File: src/rtl/pipe_hazard_ctrl.sv
// Hazard controller for a 5-stage in-order pipeline: load-use and branch
// hazards, data-memory wait states, multi-cycle mul/div occupancy and EX forwarding.
module pipe_hazard_ctrl #(
    parameter int MD_LAT = 4
) (
    input  logic        clk,
    input  logic        reset,
    input  logic [4:0]  rs1D,
    input  logic [4:0]  rs2D,
    input  logic [4:0]  rs1E,
    input  logic [4:0]  rs2E,
    input  logic [4:0]  rdE,
    input  logic [4:0]  rdM,
    input  logic [4:0]  rdW,
    input  logic        regwriteM,
    input  logic        regwriteW,
    input  logic        loadE,
    input  logic        pcsrcE,
    input  logic        mdstartE,
    input  logic        memreqM,
    input  logic        dmem_ready,
    output logic        enF,
    output logic        enD,
    output logic        enE,
    output logic        enM,
    output logic        enW,
    output logic        clrD,
    output logic        clrE,
    output logic        clrM,
    output logic        clrW,
    output logic [1:0]  forwardAE,
    output logic [1:0]  forwardBE,
    output logic        md_done,
    output logic [15:0] stall_cnt
);

    typedef enum logic [1:0] {RUN, MEMWAIT, MDBUSY} state_t;

    state_t      state_reg, state_next;
    logic [3:0]  md_cnt_reg, md_cnt_next;
    logic [15:0] stall_cnt_reg;
    logic        lwstall;
    logic        memstall;

    assign lwstall  = loadE && (rdE != 5'd0) && ((rdE == rs1D) || (rdE == rs2D));
    assign memstall = memreqM && !dmem_ready;

    always_ff @(posedge clk or posedge reset) begin
        if (reset) begin
            state_reg  <= RUN;
            md_cnt_reg <= 4'd0;
        end else begin
            state_reg  <= state_next;
            md_cnt_reg <= md_cnt_next;
        end
    end

    // Clears are only ever raised alongside their stage enable.
    always_comb begin
        state_next  = state_reg;
        md_cnt_next = md_cnt_reg;
        enF = 1'b1; enD = 1'b1; enE = 1'b1; enM = 1'b1; enW = 1'b1;
        clrD = 1'b0; clrE = 1'b0; clrM = 1'b0; clrW = 1'b0;
        md_done = 1'b0;
        case (state_reg)
            RUN: begin
                if (memstall) begin
                    enF = 1'b0; enD = 1'b0; enE = 1'b0; enM = 1'b0;
                    clrW = 1'b1;
                    state_next = MEMWAIT;
                end else if (mdstartE) begin
                    enF = 1'b0; enD = 1'b0; enE = 1'b0;
                    clrM = 1'b1;
                    md_cnt_next = 4'(MD_LAT - 2);
                    state_next  = MDBUSY;
                end else if (pcsrcE) begin
                    clrD = 1'b1;
                    clrE = 1'b1;
                end else if (lwstall) begin
                    enF = 1'b0; enD = 1'b0;
                    clrE = 1'b1;
                end
            end
            MEMWAIT: begin
                if (!dmem_ready) begin
                    enF = 1'b0; enD = 1'b0; enE = 1'b0; enM = 1'b0;
                    clrW = 1'b1;
                end else begin
                    state_next = RUN;
                end
            end
            MDBUSY: begin
                // Count reaches zero on the final EX cycle of the mul/div.
                if (md_cnt_reg != 4'd0) begin
                    enF = 1'b0; enD = 1'b0; enE = 1'b0;
                    clrM = 1'b1;
                    md_cnt_next = md_cnt_reg - 4'd1;
                end else begin
                    md_done    = 1'b1;
                    state_next = RUN;
                end
            end
            default: state_next = RUN;
        endcase
    end

    always_ff @(posedge clk or posedge reset) begin
        if (reset)
            stall_cnt_reg <= 16'd0;
        else if (!enF && (stall_cnt_reg != 16'hFFFF))
            stall_cnt_reg <= stall_cnt_reg + 16'd1;
    end

    assign stall_cnt = stall_cnt_reg;

    // Operand forwarding: MEM result takes precedence over WB result.
    logic [4:0] rs_e  [2];
    logic [1:0] fwd_e [2];

    assign rs_e[0]   = rs1E;
    assign rs_e[1]   = rs2E;
    assign forwardAE = fwd_e[0];
    assign forwardBE = fwd_e[1];

    generate
        for (genvar gi = 0; gi < 2; gi++) begin : g_fwd
            always_comb begin
                fwd_e[gi] = 2'b00;
                if (regwriteM && (rdM != 5'd0) && (rdM == rs_e[gi]))
                    fwd_e[gi] = 2'b10;
                else if (regwriteW && (rdW != 5'd0) && (rdW == rs_e[gi]))
                    fwd_e[gi] = 2'b01;
            end
        end
    endgenerate

endmodule

File: config.mk
export PLATFORM = sky130hd
export DESIGN_NAME = pipe_hazard_ctrl
export DESIGN_NICKNAME = d
export VERILOG_FILES = /design/src/rtl/pipe_hazard_ctrl.sv
export SDC_FILE = /design/constraint.sdc
export NUM_CORES = 1
export LEC_CHECK = 0
export BUFFER_PORTS_ARGS = -buffer_cell sky130_fd_sc_hd__clkbuf_2
export CORE_MARGIN = 8
export CORE_UTILIZATION = 50
export CTS_CLUSTER_SIZE = 25
export DETAILED_ROUTE_END_ITERATION = 12
export GPL_ROUTABILITY_DRIVEN = 0
export GPL_TIMING_DRIVEN = 0
export HOLD_SLACK_MARGIN = 0.15
export MAX_ROUTING_LAYER = met4
export PLACE_DENSITY = 0.85
export SYNTH_ARGS = -nofsm -noshare
export SYNTH_HDL_FRONTEND = slang
export SYNTH_SLANG_ARGS = --single-unit
File: constraint.sdc
create_clock -name clk -period 7.1 [get_ports clk]
set_clock_uncertainty 0.15 [all_clocks]
set_input_delay 0.71 -clock clk [delete_from_list [all_inputs] [get_ports clk]]
set_output_delay 0.71 -clock clk [all_outputs]
set_load 0.1 [all_outputs]
==> metrics.md <==
| Metric | Value |
|---|---|
| Outcome | finished, final reports clean |
| Max-cap violation count | 0 |
| Die area | 5140 µm² |
| Post-synthesis sequential area ratio | 0.355 |
| Register bit total from synthesis | 22 |
| Crit-path cells | inv_1, ha_1, or3b_1, buf_6, a21oi_2, or2_2, o41a_1, buf_4, clkbuf_2 |
| N_diodes | 0 |
| Setup violators final | 0 |
| Cts repair resizes | 0 |
| Sequential Power Share | 0.235 |
| Mapped Area | 1550 µm² |
| Hold WC Path Type | in -> async |
| Initial antenna violation count | 0 |
| Detailed Routing Iterations Pass 1 | 4 |
| Post-DR vias/cell | 5.36 |
| Clock sink total | 22 |
| Worst EP required | between 6 and 7 ns |
| Most frequent cells in the layout | clkbuf_2, xor2_1, dfrtp_1 |
| Most common cell after layout, fill and taps aside | clkbuf_2 |
| Inst Count DP | 273 |
| DRC errors left | 0 |
| Root buf cell | clkbuf_4 |
| Delay-heaviest family, CP | buffers and inverters |
| CTS tree | yes |
| Area grow syn2layout | 29.3% |
| Pin count of the biggest net entering global routing | 23 |
| Final ANT Viol Nets | 0 |
| GRT Util Overall | 0.165 |
| Worst VDD drop | 0.324 mV |
| Hold Fails Final Rpt | 0 |
| Fillers | 252 |
| Syn Area/Cell | between 9 and 10 µm² |
| Pwr per Cell Area | 427 nW/µm² |
| Syn Inst Count | 168 |
| Critical-path maximum fanout | 6 |
| Fin Setup TNS | 0 ns |
| Placement Setup Slack | 3.64 ns |
| Layout cells sized above 1 | 0.361 |
| Slowest cell on crit path | clkbuf_2 |
| Critical Path Start | md_cnt_reg[0] |
| DR iter-0 viols | 83 |
| Synth unique cells | 34 |
| Worst-path clk slew | approximately 0.13 ns |
| GR Overflow Total | 0 |
| Period utilization | 0.505 |
| Placed wire-length estimate | 3400 µm |
| Wire length per cell | 14.5 µm |
| CTS buffer count | 3 |
| Data arrival, critical path | 2.73 ns |
| Crit path largest cell delay | 0.44 ns |
| Dpl cell area | roughly 2000 µm² |
| YS warnings | 0 |
| Crit path depth | 9 |
| Die H | 71.7 µm |
| Routed wire length | 4010 µm |
| Internal Pwr Total | approximately 0.34 mW |
| Max Fclk | 279 MHz |
| Die outline width | 71.7 µm |
| FP Rows | 20 |
| Core footprint | 3000 µm² |
| Crit end category | output pin |
| Layout Nets | between 200 and 300 |
| Fin area | 2010 µm² |
| Clock power share | 0.111 |
| Finished Layout Cells | 277 |
| Worst-skew pair later-pin latency | 0.31 ns |
| Worst r2r path cells | 10 |
| Postcts setup bufs | 0 |
| Sw frac | 0.598 |
| Final worst slack | 3.51 ns |
| Routed vias | 1484 |
| First-pass GRT wire length | just under 7000 µm |
| Num ports | 74 |
| H-tree depth | 1 |
| Start of the worst register-to-register path | md_cnt_reg[0] |
| R2R setup slack | about 4.7 ns |
| Post-CTS Hold Fix Bufs | 0 |
| RSZ-0062 raised after global routing | false |
| Crit Path Class | reg -> out |
| Slew at the pin closest to its max-slew limit | 0.801 ns |
| Max Buffers Root-to-Sink | 2 |
| Leak | 0.974 nW |
| IO buf count | 72 |
| Switch Pwr | slightly above 0.5 mW |
| Fin crit period | 3.59 ns |
| Combinational share of power | 0.654 |
| Slew Limit Fails | 0 |
| CP bufs+invs | 4 |
| Type of origin of the critical path | flip-flop |
| Vias in the first global route | 1588 |
| Initial Utilization | 0.517 |
| Max reg flops | 16 |
| Syn Nets | 214 |
| Max-Slew Margin vs Limit | 0.465 |
metal layers:
layer,wire (µm),vias to the layer above,global-route usage
met5,0,-,-
met4,38,0,0.0522
met3,271,4,0.0377
li1,-,744,-
met2,1910,61,0.278
met1,1790,675,0.188
power groups by stage:
stage | Sequential (mW) | Clock (mW) | Combinational (mW)
after floorplan | 0.357 | 0 | 0.306
after global placement | 0.202 | 0 | 0.554
after detailed placement | 0.203 | 0 | 0.560
after CTS | 0.201 | 0.0968 | 0.563
after global routing | 0.207 | 0.102 | 0.592
final | 0.201 | 0.0953 | 0.560
worst paths after layout:
path	endpoint
max in group asynchronous	md_cnt_reg[0]
max	enF
max reg2reg	stall_cnt[7]
min in group clk	stall_cnt[8]
min reg2reg	stall_cnt[8]
min	stall_cnt[10]
Yosys cell counts, drive strengths merged:
cell type   n  area, µm²
a211oi      1       7.51
a21oi       5       28.8
a22oi       1       7.51
and2        3       18.8
and3        4       25.0
and4bb      1       12.5
buf         6       47.5
clkbuf      1       3.75
conb        1       3.75
dfrtp      22        551
ha          2       25.0
inv         5       18.8
mux2        1       11.3
nand2       6       22.5
nand2b      1       6.26
nand3       8       40.0
nand4      10       62.6
nor2       10       37.5
nor2b       1       6.26
nor3        8       40.0
nor4        6       37.5
nor4b       1       8.76
o21a        2       15.0
o21ai       6       30.0
o22ai       1       12.5
o41a        1       11.3
or2         2       12.5
or3b        1       8.76
or4         6       45.0
xnor2      16        140
xor2       29        254
metrics by stage:
step	total power [mW]	util	hold slack, ns
2_1_floorplan	0.663	-	0.307
3_3_place_gp	0.757	0.650	0.332
3_5_place_dp	0.764	0.650	0.351
4_1_cts	0.861	0.668	0.369
5_1_grt	0.900	0.668	0.377
6_report	0.856	0.668	0.359
final cells by class:
class | instances | area [µm²] | area share
plain buffers | 7 | 51.3 | 0.0256
clock buffers | 3 | 22.5 | 0.0112
clock inverters | 1 | 30.0 | 0.0150
inverters | 5 | 18.8 | 0.00936
multi-input cells | 134 | 931 | 0.464
flip-flops and latches | 22 | 551 | 0.274
well taps | 33 | 41.3 | 0.0206
repair buffers | 72 | 360 | 0.180
cell families after synthesis:
kind of cell	count (synthesis)	synth area share
AOI/OAI and AO/OA	17	0.0726
adders and majority gates	2	0.0161
xor gates and xnor gates	45	0.254
and+or+nand+nor	68	0.248
muxes	1	0.00726
other	1	0.00242
buffers and inverters	12	0.0452
DFF	22	0.355
Note: power is estimated with default switching activity, not from simulation.
